[config.mk]
export PLATFORM = sky130hd
export DESIGN_NAME = frame_scheduler_flat
export DESIGN_NICKNAME = d
export VERILOG_FILES = /design/src/rtl/frame_sched_pkg.sv /design/src/rtl/frame_sched_if.sv /design/src/rtl/frame_sched_timer.sv /design/src/rtl/frame_scheduler.sv /design/src/flat_wrapper.sv
export SDC_FILE = /design/constraint.sdc
export NUM_CORES = 1
export LEC_CHECK = 0
export BUFFER_PORTS_ARGS = -buffer_cell sky130_fd_sc_hd__buf_2
export CORE_MARGIN = 2
export CORE_UTILIZATION = 53
export CTS_CLUSTER_DIAMETER = 200
export CTS_CLUSTER_SIZE = 10
export DETAILED_ROUTE_END_ITERATION = 16
export PLACE_DENSITY = 0.77
export RECOVER_POWER = 100
export SLEW_MARGIN = 15
export SYNTH_ARGS = -nofsm -noshare
export SYNTH_HDL_FRONTEND = slang
export SYNTH_HIERARCHICAL = 1
export SYNTH_SLANG_ARGS = --single-unit
[constraint.sdc]
create_clock -name clk -period 3.15 [get_ports clk]
set_input_delay 0.315 -clock clk [delete_from_list [all_inputs] [get_ports clk]]
set_output_delay 0.315 -clock clk [all_outputs]
set_load 0.01 [all_outputs]
[src/rtl/frame_sched_pkg.sv]
// frame_sched_pkg: shared types and sizing helpers for frame_scheduler.
//   state_t         scheduler FSM states
//   BYTES_PER_WORD  payload bytes patched per frame
//   timer_w()       width of the shared period/timeout down-counter
package frame_sched_pkg;

  typedef enum logic [2:0] {
    ST_WAIT_PERIOD,
    ST_WRITE,
    ST_START,
    ST_WAIT_HI,
    ST_WAIT_LO
  } state_t;

  localparam int BYTES_PER_WORD   = 4;
  localparam int PERIOD_DEF       = 2097152;
  localparam int BUSY_TIMEOUT_DEF = 4095;

  // The timeout path reloads the full PERIOD (not PERIOD-1), so the counter
  // must hold max(PERIOD, BUSY_TIMEOUT) itself, hence the +1.
  function automatic int timer_w(input int period, input int timeout);
    int m;
    m = (period > timeout) ? period : timeout;
    return (m < 2) ? 1 : $clog2(m + 1);
  endfunction

  localparam int TIMER_W = timer_w(PERIOD_DEF, BUSY_TIMEOUT_DEF);

endpackage

[src/rtl/frame_sched_if.sv]
// frame_sched_if: host word port, BRAM write port and eth_tx2 handshake.
//   master: the scheduler side (drives word_ready, bram_*, tx_start,
//           frame_count, tx_err; receives word_valid/word_data, tx_busy)
//   slave : host / BRAM / transmitter side
interface frame_sched_if #(
  parameter int ADDR_W = 10
);
  logic              word_valid;
  logic [31:0]       word_data;
  logic              word_ready;
  logic              bram_wr_en;
  logic [ADDR_W-1:0] bram_wr_addr;
  logic [7:0]        bram_wr_data;
  logic              tx_start;
  logic              tx_busy;
  logic [31:0]       frame_count;
  logic              tx_err;

  modport master (
    input  word_valid, word_data, tx_busy,
    output word_ready, bram_wr_en, bram_wr_addr, bram_wr_data,
           tx_start, frame_count, tx_err
  );

  modport slave (
    output word_valid, word_data, tx_busy,
    input  word_ready, bram_wr_en, bram_wr_addr, bram_wr_data,
           tx_start, frame_count, tx_err
  );
endinterface

[src/rtl/frame_sched_timer.sv]
// frame_sched_timer: loadable down-counter shared by the period and the
// busy-timeout phases. Saturates at zero.
//   clk, rst (async, high), clk_en  - advance only when clk_en=1
//   load, load_val                  - load has priority over dec
//   dec                             - decrement by one (stops at 0)
//   zero                            - count == 0
module frame_sched_timer #(
  parameter int            W       = 8,
  parameter logic [W-1:0]  RST_VAL = '0
) (
  input  logic         clk,
  input  logic         rst,
  input  logic         clk_en,
  input  logic         load,
  input  logic         dec,
  input  logic [W-1:0] load_val,
  output logic         zero
);
  logic [W-1:0] count;

  always_ff @(posedge clk or posedge rst) begin
    if (rst)                        count <= RST_VAL;
    else if (clk_en) begin
      if (load)                     count <= load_val;
      else if (dec && count != '0)  count <= count - W'(1);
    end
  end

  assign zero = (count == '0);
endmodule

[src/rtl/frame_scheduler.sv]
// frame_scheduler: one Ethernet test frame per period. Patches a 32-bit
// payload word big-endian into the packet BRAM, pulses tx_start to eth_tx2,
// then tracks tx_busy to completion.
//   clk, rst (async, high), clk_en (all state qualified by it)
//   bus (frame_sched_if.master): host word valid/ready, BRAM write port,
//       tx_start/tx_busy, frame_count, sticky tx_err
// Build option FRAME_SCHED_AUTOINC_EN: idle periods are filled with an
// internal sequence word; without it the block waits at timer=0 for a host word.
module frame_scheduler
  import frame_sched_pkg::*;
#(
  parameter int                ADDR_W       = 10,
  parameter logic [ADDR_W-1:0] PAYLOAD_ADDR = 10'h038,
  parameter int                PERIOD       = PERIOD_DEF,
  parameter int                BUSY_TIMEOUT = BUSY_TIMEOUT_DEF
) (
  input  logic clk,
  input  logic rst,
  input  logic clk_en,
  frame_sched_if.master bus
);
  localparam int TW = timer_w(PERIOD, BUSY_TIMEOUT);
  localparam int BW = $clog2(BYTES_PER_WORD);

  state_t            state, state_d;
  logic [BW-1:0]     b, b_d;
  logic [31:0]       word, word_d, held, held_d, fc_d;
  logic              pending, pending_d, capture, err_d;
  logic              t_load, t_dec, t_zero;
  logic [TW-1:0]     t_val;
  logic              wr_en_d, start_d;
  logic [ADDR_W-1:0] addr_d;
  logic [7:0]        data_d;
`ifdef FRAME_SCHED_AUTOINC_EN
  logic [31:0]       seq, seq_d;
`endif

  frame_sched_timer #(.W(TW), .RST_VAL(TW'(PERIOD - 1))) u_timer (
    .clk, .rst, .clk_en,
    .load(t_load), .dec(t_dec), .load_val(t_val), .zero(t_zero)
  );

  assign capture        = bus.word_valid & ~pending;
  assign bus.word_ready = ~pending;

  always_comb begin
    state_d   = state;
    b_d       = b;
    word_d    = word;
    held_d    = held;
    pending_d = pending;
    fc_d      = bus.frame_count;
    err_d     = bus.tx_err;
    t_load    = 1'b0;
    t_dec     = 1'b0;
    t_val     = '0;
`ifdef FRAME_SCHED_AUTOINC_EN
    seq_d     = seq;
`endif
    // Host capture is independent of the frame phase; a held word waits
    // for the next period boundary.
    if (capture) begin
      pending_d = 1'b1;
      held_d    = bus.word_data;
    end

    unique case (state)
      ST_WAIT_PERIOD: begin
        if (!t_zero) t_dec = 1'b1;
        else if (pending) begin
          word_d = held; pending_d = 1'b0;
          state_d = ST_WRITE; b_d = '0;
        end else if (capture) begin
          // same-cycle offer goes straight into the frame, never held
          word_d = bus.word_data; pending_d = 1'b0; held_d = held;
          state_d = ST_WRITE; b_d = '0;
        end
`ifdef FRAME_SCHED_AUTOINC_EN
        else begin
          word_d = seq; seq_d = seq + 32'd1;
          state_d = ST_WRITE; b_d = '0;
        end
`endif
      end
      ST_WRITE: begin
        if (b == BW'(BYTES_PER_WORD - 1)) begin
          state_d = ST_START;
          t_load  = 1'b1;
          t_val   = TW'(BUSY_TIMEOUT);
        end else b_d = b + BW'(1);
      end
      ST_START: begin
        t_dec   = 1'b1;
        state_d = ST_WAIT_HI;
      end
      ST_WAIT_HI: begin
        if (bus.tx_busy) state_d = ST_WAIT_LO;
        else if (t_zero) begin
          err_d   = 1'b1;
          t_load  = 1'b1;
          t_val   = TW'(PERIOD);
          state_d = ST_WAIT_PERIOD;
        end else t_dec = 1'b1;
      end
      ST_WAIT_LO: begin
        if (!bus.tx_busy) begin
          fc_d    = bus.frame_count + 32'd1;
          t_load  = 1'b1;
          t_val   = TW'(PERIOD - 1);
          state_d = ST_WAIT_PERIOD;
        end
      end
      default: state_d = ST_WAIT_PERIOD;
    endcase

    // Outputs are registered from the next state so they line up with it.
    wr_en_d = (state_d == ST_WRITE);
    start_d = (state_d == ST_START);
    addr_d  = PAYLOAD_ADDR + ADDR_W'(b_d);
    data_d  = word_d[8*(BYTES_PER_WORD - 1 - int'(b_d)) +: 8];
  end

  always_ff @(posedge clk or posedge rst) begin
    if (rst) begin
      state            <= ST_WAIT_PERIOD;
      b                <= '0;
      word             <= '0;
      held             <= '0;
      pending          <= 1'b0;
      bus.bram_wr_en   <= 1'b0;
      bus.bram_wr_addr <= '0;
      bus.bram_wr_data <= '0;
      bus.tx_start     <= 1'b0;
      bus.frame_count  <= '0;
      bus.tx_err       <= 1'b0;
    end else if (clk_en) begin
      state           <= state_d;
      b               <= b_d;
      word            <= word_d;
      held            <= held_d;
      pending         <= pending_d;
      bus.bram_wr_en  <= wr_en_d;
      bus.tx_start    <= start_d;
      bus.frame_count <= fc_d;
      bus.tx_err      <= err_d;
      if (wr_en_d) begin
        bus.bram_wr_addr <= addr_d;
        bus.bram_wr_data <= data_d;
      end
    end
  end

`ifdef FRAME_SCHED_AUTOINC_EN
  always_ff @(posedge clk or posedge rst) begin
    if (rst)         seq <= '0;
    else if (clk_en) seq <= seq_d;
  end
`endif

endmodule
[src/flat_wrapper.sv]
// flat-port wrapper written by rule: the top's interface ports become plain ports
module frame_scheduler_flat import frame_sched_pkg::*;
#(
  parameter int                ADDR_W       = 10,
  parameter logic [ADDR_W-1:0] PAYLOAD_ADDR = 10'h038,
  parameter int                PERIOD       = PERIOD_DEF,
  parameter int                BUSY_TIMEOUT = BUSY_TIMEOUT_DEF
)
  (clk, rst, clk_en, bus_word_valid, bus_word_data, bus_tx_busy, bus_word_ready, bus_bram_wr_en, bus_bram_wr_addr, bus_bram_wr_data, bus_tx_start, bus_frame_count, bus_tx_err);
  frame_sched_if #(.ADDR_W(ADDR_W)) bus_i ();
  input  logic clk;
  input  logic rst;
  input  logic clk_en;
  input wire logic [$bits(bus_i.word_valid)-1:0] bus_word_valid;
  input wire logic [$bits(bus_i.word_data)-1:0] bus_word_data;
  input wire logic [$bits(bus_i.tx_busy)-1:0] bus_tx_busy;
  output wire logic [$bits(bus_i.word_ready)-1:0] bus_word_ready;
  output wire logic [$bits(bus_i.bram_wr_en)-1:0] bus_bram_wr_en;
  output wire logic [$bits(bus_i.bram_wr_addr)-1:0] bus_bram_wr_addr;
  output wire logic [$bits(bus_i.bram_wr_data)-1:0] bus_bram_wr_data;
  output wire logic [$bits(bus_i.tx_start)-1:0] bus_tx_start;
  output wire logic [$bits(bus_i.frame_count)-1:0] bus_frame_count;
  output wire logic [$bits(bus_i.tx_err)-1:0] bus_tx_err;
  assign bus_i.word_valid = bus_word_valid;
  assign bus_i.word_data = bus_word_data;
  assign bus_i.tx_busy = bus_tx_busy;
  assign bus_word_ready = bus_i.word_ready;
  assign bus_bram_wr_en = bus_i.bram_wr_en;
  assign bus_bram_wr_addr = bus_i.bram_wr_addr;
  assign bus_bram_wr_data = bus_i.bram_wr_data;
  assign bus_tx_start = bus_i.tx_start;
  assign bus_frame_count = bus_i.frame_count;
  assign bus_tx_err = bus_i.tx_err;
  frame_scheduler #(.ADDR_W(ADDR_W), .PAYLOAD_ADDR(PAYLOAD_ADDR), .PERIOD(PERIOD), .BUSY_TIMEOUT(BUSY_TIMEOUT)) u_core (.clk(clk), .rst(rst), .clk_en(clk_en), .bus(bus_i));
endmodule
==> qor.log <==
INFO  status         violations=max-capacitance violations, max-slew violations
INFO  floorplanning  die-width=121µm
INFO  logic_synthesis synth_enable_flop_cells=0
INFO  routing        drtPass1Iterations=6
INFO  setup_path     crit_type=flop to flop
INFO  setup_path     worstSetupEndpointType=flop
INFO  setup_path     worst_r2r_path_depth=9
INFO  place          placement.io_buffers=85
INFO  sta            setup_violations=0
INFO  place          dpl.cell_count=958
INFO  place          gpl.final_weighted_congestion=0.935
INFO  floorplanning  num_rows=42
INFO  cells_and_area finished_cell_area=8490µm²
INFO  setup_path     cp.required=3500ps
INFO  setup_path     worst-r2r-setup-slack=70ps
INFO  logic_synthesis syn-cell-area=7220µm²
INFO  floorplanning  die_y_extent=121µm
INFO  setup_path     startpoint_type=flop
INFO  hold_path      worstHoldPathCells=2
INFO  cells_and_area nNetsFinal=850
INFO  logic_synthesis netlist.top_cell.by_area=sky130_fd_sc_hd__dfrtp_1
INFO  clocking       clk_latency=420ps
INFO  cells_and_area layout_common_cells=sky130_fd_sc_hd__dfrtp_1, sky130_fd_sc_hd__nor2_1, sky130_fd_sc_hd__clkbuf_1
INFO  logic_synthesis post_synth.cell_area_avg=10.0µm²
INFO  power_and_ir_drop clock_power_share=31.7%
INFO  clocking       clock_slew_at_the_register_clock_pins_of_the_worst_setup_and_hold_paths=60ps
INFO  setup_path     crit-reg2reg-launch=u_core/u_timer/count[0]$_DFFE_PP1P_
INFO  routing        ant_nets=0
INFO  sta            timing.final.max_slew_violations=143
INFO  logic_synthesis netlist_top_cells_area=sky130_fd_sc_hd__dfrtp_1, sky130_fd_sc_hd__dfstp_2, sky130_fd_sc_hd__mux2_2, sky130_fd_sc_hd__nor2_1, sky130_fd_sc_hd__nand2_1
INFO  hold_path      worst_hold_path_type=primary input to flop
INFO  routing        maxUsedRoutingLayer=met4
INFO  sta            final.hold.worst_slack=131ps
INFO  floorplanning  placeableCoreArea=13300µm²
INFO  clocking       clock_buffers_created_by_tritoncts=17
INFO  power_and_ir_drop power_report.internal_total=4.28mW
INFO  power_and_ir_drop power.leakage=3.69nW
INFO  global_route   grt_util_all_layers=25.3%
INFO  hold_path      end_point_of_the_worst_hold_path=u_core/held[26]$_DFFE_PP0P_
INFO  place          preCtsSetupSlack=55.0ps
INFO  floorplanning  start_util=54.3%
INFO  sta            fmax=325MHz
INFO  routing        met1Wirelength=7630µm
INFO  logic_synthesis synth_top_area_share=40.5%
INFO  logic_synthesis synth_flop_cell=sky130_fd_sc_hd__dfrtp_1
INFO  setup_path     worst_r2r_endpoint=u_core/bus.bram_wr_data[7]$_DFFE_PP0P_
INFO  sta            max_slew.worst_pin.slew=1990ps
INFO  routing        drt_drc_violations_left=0
INFO  power_and_ir_drop power.switching_fraction=33.4%
INFO  logic_synthesis ys_warn_count=6
INFO  clocking       clockBufferDepth=2
INFO  clocking       clock-root-buffer=sky130_fd_sc_hd__clkbuf_16
INFO  global_route   pin_count_of_the_biggest_net_entering_global_routing=76
INFO  logic_synthesis postSynthRegisterBits=138
INFO  sta            max-slew-margin-rel=-32.5%
INFO  floorplanning  die_area=14600µm²
INFO  cells_and_area most_common_cell_after_layout_fill_and_taps_aside=sky130_fd_sc_hd__dfrtp_1
INFO  cells_and_area postLayoutCoreUtil=63.9%
INFO  cells_and_area layout-area-overhead-vs-synth=17.6%
INFO  place          place_area=7850µm²
INFO  hold_path      min-delay-start=bus_word_data[26]
INFO  power_and_ir_drop vdd.ir_drop.worst=0.000446V
INFO  cells_and_area stdcell_count=999
INFO  global_route   grt_pass1_vias=6023
INFO  setup_path     crit_arrival=3430ps
INFO  routing        drt_wl_total=18000µm
INFO  routing        drt_iter0_markers=512
INFO  run            maxCapViolCount=3
INFO  cells_and_area post_route_cells_drive_above_1_share=22.4%
INFO  sta            fin_ws=75.0ps
INFO  logic_synthesis synth.distinct_cells=66
INFO  sta            clock_skew=8.69ps
INFO  logic_synthesis synth_cells=721
INFO  routing        met3_length=1000µm
INFO  clocking       clock_sinks=138
INFO  routing        average_detailed_routed_wire_length_per_instance=18.0µm
INFO  power_and_ir_drop power.combinational.fraction=28.2%
INFO  global_route   antenna_found_initial=1
INFO  sta            fin_crit_sh=97.6%
INFO  sta            finalCriticalPeriod=3080ps
INFO  power_and_ir_drop power.density_cell_area=756nW/µm²
INFO  setup_path     critPathLaunch=u_core/u_timer/count[0]$_DFFE_PP1P_
INFO  logic_synthesis ys_async_sr_fraction=100%
INFO  sta            grt_setup_unrepaired=no
INFO  power_and_ir_drop power_frac_seq=40.1%
INFO  sta            final-hold-violation-count=0
INFO  power_and_ir_drop power_switching=2.15mW
INFO  floorplanning  io_pins=91
INFO  global_route   globalRoute.totalOverflow=0
INFO  routing        met2_wirelength=9110µm
INFO  routing        via_per_inst=6.12
INFO  clocking       cts_htree_levels=4
INFO  clocking       tritoncts=yes
INFO  status         outcome=complete, but fails checks
INFO  power_and_ir_drop fin_total_pwr=6.42mW
INFO  logic_synthesis synth_sequential_area_ratio=48.2%
INFO  global_route   grt_first_pass_wirelength=29400µm
INFO  routing        route.vias.total=6118
INFO  setup_path     path_max_fanout=6
INFO  place          detailed_placement_wirelength_estimate=11900µm
INFO  sta            fin_setup_tns=0ps
what timing repair did:
item	CTS	global route
setup endpoints to repair	0	35
hold buffers	1	0
buffers inserted	0	7
hold endpoints to repair	5	0
gates resized for setup	0	15
registers in the layout, indices dropped and copies added, names as in the netlist:
register                 cells
u_core/state                 3
u_core/bus.bram_wr_data      8
u_core/bus.bram_wr_addr      3
u_core/bus.bram_wr_en        1
u_core/b                     2
u_core/word                 32
u_core/bus.frame_count      32
u_core/held                 32
u_core/bus.tx_start          1
u_core/u_timer/count        22
u_core/pending               1
u_core/bus.tx_err            1
power by group through the flow:
stage	logic [mW]	registers, mW	clock network (mW)
6_report	1.81	2.57	2.04
3_5_place_dp	1.69	2.58	0
4_1_cts	1.70	2.56	2.07
5_1_grt	2.00	2.62	2.15
3_3_place_gp	1.61	2.56	0
2_1_floorplan	1.30	2.49	0
Yosys cell counts (all sizes together) (4+ instances only):
cell type,instances
nand3,23
o22ai,20
and2,10
clkbuf,25
a32oi,12
and4,6
nor4,6
a22oi,6
nor3,10
and3,15
inv,14
a21oi,43
dfrtp,117
o21ai,45
o221ai,5
nor2,67
nand2,57
xnor2,23
xor2,10
mux2,45
o22a,17
buf,33
mux2i,9
nand4b,8
nand4,17
dfstp,21
or2,4
how the worst max path moves through the flow:
stage                                             end  slack (ps)  depth (start not counted)
6_report       u_core/bus.bram_wr_data[7]$_DFFE_PP0P_          70                          9
5_1_grt        u_core/bus.bram_wr_data[7]$_DFFE_PP0P_           4                         12
4_1_cts        u_core/bus.bram_wr_data[7]$_DFFE_PP0P_          10                          9
3_5_place_dp   u_core/bus.bram_wr_data[7]$_DFFE_PP0P_          60                          9
3_3_place_gp   u_core/bus.bram_wr_data[0]$_DFFE_PP0P_         120                          9
2_1_floorplan  u_core/bus.bram_wr_data[7]$_DFFE_PP0P_         -40                         11
layer usage:
| metal | up-vias | track usage [%] |
|---|---|---|
| met5 | - | 0 |
| met4 | 0 | 7.85 |
| met3 | 22 | 6.18 |
| met2 | 226 | 42.6 |
| met1 | 3058 | 32.3 |
| li1 | 2812 | - |
kinds of logic (layout without fill, tap and decap cells):
kind of cell             after synthesis  after routing  share of synthesized area, %
buffers and inverters                 72            169                          4.90
AND/OR/NAND/NOR                      242            242                          17.8
flip-flops                           138            138                          48.2
adder cells (fa/ha/maj)                2              2                         0.346
multiplexers                          54             54                          8.26
other                                  1              6                        0.0519
XOR/XNOR                              33             33                          4.00
AO/OA/AOI/OAI                        179            179                          16.5
area by class of cell:
type,count,area (µm²)
diodes,1,2.50
repair buffers,125,691
inverters,14,53.8
flip-flops and latches,138,3480
clock inverters,10,144
well taps,176,220
multi-input cells,515,3450
clock buffers,20,457
fillers,1078,4800
worst max-delay path, cell delays in order (launching register included):
cell                        delay [ps]
sky130_fd_sc_hd__dfstp_2           370
sky130_fd_sc_hd__inv_1             100
sky130_fd_sc_hd__ha_4              160
sky130_fd_sc_hd__or4b_4            480
sky130_fd_sc_hd__nor4_4            190
sky130_fd_sc_hd__and2_4            220
sky130_fd_sc_hd__or4b_4            510
sky130_fd_sc_hd__a221o_1           400
sky130_fd_sc_hd__a2111oi_1         420
sky130_fd_sc_hd__a211o_1           160
Note: power is estimated with default switching activity, not from simulation.
